===== config.mk =====
export PLATFORM = sky130hd
export DESIGN_NAME = bist_response_analyzer
export DESIGN_NICKNAME = d
export VERILOG_FILES = /design/src/rtl/bist_pkg.sv /design/src/rtl/bist_response_analyzer_misr16.sv /design/src/rtl/bist_response_analyzer.sv
export SDC_FILE = /design/constraint.sdc
export NUM_CORES = 1
export LEC_CHECK = 0
export ABC_AREA = 1
export BUFFER_PORTS_ARGS = -buffer_cell sky130_fd_sc_hd__buf_2
export CAP_MARGIN = 0
export CORE_UTILIZATION = 25
export CTS_CLUSTER_DIAMETER = 30
export CTS_CLUSTER_SIZE = 28
export DETAILED_ROUTE_END_ITERATION = 16
export GPL_ROUTABILITY_DRIVEN = 0
export PLACE_DENSITY = 0.48
export SYNTH_ARGS = -nofsm -noshare
export SYNTH_HDL_FRONTEND = slang
export SYNTH_SLANG_ARGS = --single-unit

===== constraint.sdc =====
create_clock -name CLK -period 2.4 [get_ports CLK]
set_input_delay 0.36 -clock CLK [delete_from_list [all_inputs] [get_ports CLK]]
set_output_delay 0.36 -clock CLK [all_outputs]
set_load 0.005 [all_outputs]

===== src/rtl/bist_pkg.sv =====
// Shared definitions for the BIST response analyzer: FSM states and default MISR/count constants.
package bist_pkg;

    typedef enum logic [2:0] {
        IDLE    = 3'd0,
        ARMED   = 3'd1,
        COMPACT = 3'd2,
        COMPARE = 3'd3,
        RESULT  = 3'd4
    } state_e;

    localparam int          DEF_W         = 16;
    localparam int          DEF_CW        = 8;
    localparam logic [15:0] DEF_POLY      = 16'h1021;
    localparam logic [15:0] DEF_SEED      = 16'hFFFF;
    localparam int          DEF_EXP_COUNT = 90;

endpackage


===== src/rtl/bist_response_analyzer_misr16.sv =====
// Registered multiple-input signature register: load restores the seed, en folds one data word in.
module misr16
    import bist_pkg::*;
#(
    parameter int           W    = DEF_W,
    parameter logic [W-1:0] POLY = DEF_POLY,
    parameter logic [W-1:0] SEED = DEF_SEED
) (
    input  logic         CLK,
    input  logic         RESET,
    input  logic         load_i,
    input  logic         en_i,
    input  logic [W-1:0] data_i,
    output logic [W-1:0] sig_o
);

    logic [W-1:0] sig_q, sig_d;

    // Load wins over shift so a restart never mixes in a stale word.
    always_comb begin
        sig_d = sig_q;
        if (load_i) begin
            sig_d = SEED;
        end else if (en_i) begin
            sig_d = {sig_q[W-2:0], 1'b0} ^ (sig_q[W-1] ? POLY : '0) ^ data_i;
        end
    end

    always_ff @(posedge CLK or posedge RESET) begin
        if (RESET) sig_q <= SEED;
        else       sig_q <= sig_d;
    end

    assign sig_o = sig_q;

endmodule


===== src/rtl/bist_response_analyzer.sv =====
// BIST response analyzer: compacts CUT responses while RUNNING, then grades signature and cycle count.
module bist_response_analyzer
    import bist_pkg::*;
#(
    parameter int           W         = DEF_W,
    parameter logic [W-1:0] POLY      = DEF_POLY,
    parameter logic [W-1:0] SEED      = DEF_SEED,
    parameter logic [W-1:0] GOLDEN    = '0,
    parameter int           EXP_COUNT = DEF_EXP_COUNT,
    parameter int           CW        = DEF_CW
) (
    input  logic          CLK,
    input  logic          RESET,
    input  logic          INIT,
    input  logic          RUNNING,
    input  logic          FINISH,
    input  logic [W-1:0]  DATA_IN,
    output logic [W-1:0]  SIGNATURE,
    output logic [CW-1:0] CYCLES,
    output logic          DONE,
    output logic          PASS,
    output logic          FAIL,
    output logic          PROTO_ERR
);

    state_e        state_q, state_d;
    logic [CW-1:0] cycles_q, cycles_d;
    logic          done_q, done_d;
    logic          pass_q, pass_d;
    logic          fail_q, fail_d;
    logic          perr_q, perr_d;
    logic          misr_load, misr_en;
    logic          grade_ok;

    misr16 #(.W(W), .POLY(POLY), .SEED(SEED)) u_misr (
        .CLK    (CLK),
        .RESET  (RESET),
        .load_i (misr_load),
        .en_i   (misr_en),
        .data_i (DATA_IN),
        .sig_o  (SIGNATURE)
    );

    // A protocol error seen during the run forces a failing grade.
    assign grade_ok = (SIGNATURE == GOLDEN) && (cycles_q == CW'(EXP_COUNT)) && !perr_q;

    always_comb begin
        state_d   = state_q;
        cycles_d  = cycles_q;
        done_d    = done_q;
        pass_d    = pass_q;
        fail_d    = fail_q;
        perr_d    = perr_q;
        misr_load = 1'b0;
        misr_en   = 1'b0;

        if (INIT) begin
            state_d   = ARMED;
            misr_load = 1'b1;
            cycles_d  = '0;
            done_d    = 1'b0;
            pass_d    = 1'b0;
            fail_d    = 1'b0;
            perr_d    = 1'b0;
        end else begin
            unique case (state_q)
                IDLE: begin
                    if (FINISH) begin
                        perr_d  = 1'b1;
                        state_d = COMPARE;
                    end else if (RUNNING) begin
                        perr_d  = 1'b1;
                    end
                end
                ARMED, COMPACT: begin
                    // The word arriving with FINISH still belongs to the run.
                    if (RUNNING) begin
                        misr_en = 1'b1;
                        state_d = COMPACT;
                        if (cycles_q != '1) cycles_d = cycles_q + CW'(1);
                    end
                    if (FINISH) state_d = COMPARE;
                end
                COMPARE: begin
                    pass_d  = grade_ok;
                    fail_d  = !grade_ok;
                    done_d  = 1'b1;
                    state_d = RESULT;
                    if (RUNNING) perr_d = 1'b1;
                end
                RESULT: begin
                    if (RUNNING || FINISH) perr_d = 1'b1;
                end
                default: state_d = IDLE;
            endcase
        end
    end

    always_ff @(posedge CLK or posedge RESET) begin
        if (RESET) begin
            state_q  <= IDLE;
            cycles_q <= '0;
            done_q   <= 1'b0;
            pass_q   <= 1'b0;
            fail_q   <= 1'b0;
            perr_q   <= 1'b0;
        end else begin
            state_q  <= state_d;
            cycles_q <= cycles_d;
            done_q   <= done_d;
            pass_q   <= pass_d;
            fail_q   <= fail_d;
            perr_q   <= perr_d;
        end
    end

    assign CYCLES    = cycles_q;
    assign DONE      = done_q;
    assign PASS      = pass_q;
    assign FAIL      = fail_q;
    assign PROTO_ERR = perr_q;

endmodule

==> impl_metrics.json <==
{
  "synthCells": 230,
  "fmax_mhz": 674,
  "post-dp-hpwl_um": 3460,
  "hold_viol_final": 0,
  "synth-edff-count": 0,
  "dr.pass1.iters": 4,
  "crit_chain": "ha_1, nand2_2, nor2_4, nand3_2, nand2_4, nand2_4, nand2_1, nand2_1",
  "p_leak_uw": 0.00110,
  "start_util": 0.264,
  "finalSetupTns_ps": 0,
  "cts_made_buffers": 5,
  "multi_input_area_um2": 1020,
  "switching_share": 0.403,
  "skew_ps": 7.93,
  "endpoint": "CYCLES[4]$_DFFE_PP0P_",
  "rsz0062_at_grt": "no",
  "fin_crit_sh": 0.618,
  "synthesis.area_um2": 1960,
  "grt_util_all_layers": 0.124,
  "synth_flop_cell": "dfstp_2",
  "grt_overflow": 0,
  "worstPathMaxFanout": 10,
  "critPathTopFamily": "simple AND/OR/NAND/NOR gates",
  "p_int_uw": 1350,
  "clkSlewWorstSetupHoldPaths_ps": 70,
  "die_h_um": 90.4,
  "worstSetupStartpoint": "CYCLES[1]$_DFFE_PP0P_",
  "synth_most_common_cell": "nand2_1",
  "fin_crit_ps": 1480,
  "rrSetupSlack_ps": 920,
  "drive_above_1_share": 0.390,
  "path_class": "reg -> reg",
  "power_density_nw_per_um2": 955,
  "cts_tree": "built",
  "critPathSlowestCell": "dfrtp_1",
  "antenna_cells": 0,
  "synth_top_cell_by_area": "dfstp_2",
  "outcome": "finished, final reports clean",
  "nets": 304,
  "hp-class": "in -> async",
  "routedWlPerCell_um": 12.4,
  "synth.net_count": 253,
  "path_depth": 8,
  "drtAntennaViolNets": 0,
  "drtIter0Drc": 70,
  "dp_worst_setup_slack_ps": 936,
  "drt-vias-per-instance": 4.20,
  "cts_sinks": 31,
  "syn2layout_area_growth_pct": 21.3,
  "reg2reg_to": "CYCLES[4]$_DFFE_PP0P_",
  "netlist_top_cells_area": "dfstp_2 (21%), dfrtp_1 (19%), nand2_1 (9.4%)",
  "vias": 1602,
  "cp.buffers_inverters": 0,
  "clock_path_buffers": 2,
  "ff_latch_area_um2": 796,
  "drv_slew": 0,
  "grt_max_degree": 32,
  "drt-total-wl_um": 4710,
  "comb_power_share": 0.401,
  "crit_path_start_kind": "register",
  "io_buffers": 48,
  "grt_pass1_wl_um": 8010,
  "power_frac_seq": 0.409,
  "post_cts_resized": 0,
  "synth_area_per_cell_um2": 8.50,
  "post-cts-setup-buffers": 0,
  "setup_viol": 0,
  "drc": 0,
  "die-width_um": 90.4,
  "die_area_um2": 8180,
  "setup_slack_ps": 916,
  "ys_ff_latch": 31,
  "rr_worst_depth": 8,
  "p_sw_uw": 914,
  "final_util": 0.320,
  "rows": 31,
  "seq_area_frac_synth": 0.407,
  "cts_root_buf": "clkbuf_8",
  "yosysWarnings": 0,
  "required_ps": 2570,
  "core_area_um2": 7410,
  "cts-htree-levels": 2,
  "tightest_slew_ps": 559,
  "antenna_found_initial": 0,
  "clkPwrFrac": 0.190,
  "worst_setup_path_end_kind": "register",
  "relSlewSlack": 0.627,
  "critPathMaxStageDelay_ps": 440,
  "synthTopCellsByCount": "nand2_1 (49), nor2_1 (24), nand3_1 (19)",
  "grt_pass1_vias": 1645,
  "hold_buffers": 0,
  "synth_top_area_frac": 0.215,
  "fillers": 826,
  "reg2reg_from": "CYCLES[1]$_DFFE_PP0P_",
  "peakVddDrop_mv": 0.357,
  "cap_violations": 0,
  "cp.arrival_ps": 1650,
  "io_pins": 49,
  "synth.distinct_cells": 34,
  "worst_skew_pair.late_latency_ps": 280,
  "synth-async-reset-ratio": 1.00
}
-- worst min path at each step --
stage / start / endpoint / depth (start not counted)
floorplan: RESET / CYCLES[0]$_DFFE_PP0P_ / 1
global placement: FAIL$_DFFE_PP0P_ / FAIL$_DFFE_PP0P_ / 2
CTS: RESET / CYCLES[0]$_DFFE_PP0P_ / 3
detailed placement: FAIL$_DFFE_PP0P_ / FAIL$_DFFE_PP0P_ / 2
global route: RESET / FAIL$_DFFE_PP0P_ / 3
finish: RESET / PASS$_DFFE_PP0P_ / 3
-- per-layer routing --
metal  share of wire  vias up  wire, um  GRT usage
li1                -      838         -          -
met5               0        -         0          0
met3           0.056        6       263     0.0362
met2            0.41       39      1940      0.184
met4           0.011        0        52     0.0403
met1            0.52      719      2450      0.172
-- layout make-up --
| cell class | count | share of cell area |
|---|---|---|
| Multi-Input combinational cell | 171 | 0.428 |
| Sequential cell | 31 | 0.335 |
| Timing Repair Buffer | 52 | 0.114 |
| Tap cell | 99 | 0.0522 |
| Clock buffer | 7 | 0.0364 |
| Inverter | 20 | 0.0316 |
| Clock inverter | 1 | 0.00211 |
-- cells by family (layout without fill, tap and decap cells) --
kind of cell / count (synthesis) / after routing / share of synthesized area
AOI/OAI and AO/OA: 30 / 30 / 0.112
buffers and inverters: 28 / 80 / 0.0736
and+or+nand+nor: 120 / 120 / 0.310
xor gates and xnor gates: 19 / 19 / 0.0851
DFF: 31 / 31 / 0.407
adders and majority gates: 2 / 2 / 0.0128
-- layout by cell type (no fill, tap or decap), drive strengths merged, types with 5 or more instances in the layout --
| master | instances |
|---|---|
| o21ai | 18 |
| nor2 | 31 |
| nand2 | 59 |
| clkbuf | 7 |
| a21oi | 5 |
| dfstp | 16 |
| xor2 | 8 |
| inv | 20 |
| dfrtp | 15 |
| buf | 52 |
| xnor2 | 11 |
| nand3 | 20 |
| o211ai | 5 |
| nor3 | 5 |
-- state kept, by name, summed over array words and instances, names as in the netlist --
register	flops
PROTO_ERR	1
u_misr.sig_o	16
FAIL	1
CYCLES	8
DONE	1
PASS	1
state_q	3
-- power groups by stage --
stage / combinational [uW] / sequential, uW / clock, uW
2_1_floorplan: 693 / 908 / 0
3_3_place_gp: 914 / 941 / 0
3_5_place_dp: 919 / 939 / 0
4_1_cts: 926 / 931 / 446
5_1_grt: 1020 / 958 / 469
6_report: 909 / 927 / 430
-- worst register-to-register path, stage by stage, from the launching register on --
cell,delay (ps)
dfrtp_1,440
ha_1,220
nand2_2,90
nor2_4,140
nand3_2,110
nand2_4,160
nand2_4,80
nand2_1,90
nand2_1,50
-- per-stage QoR --
stage	cell area [um^2]	hold WS [ps]	total power, uW	std cells
after floorplan	1960	452	1600	230
after global placement	2280	463	1860	373
after detailed placement	2280	471	1860	373
after CTS	2370	172	2300	381
after global routing	2370	195	2450	381
final	2370	158	2270	381
Power figures use the tool's default switching activity.
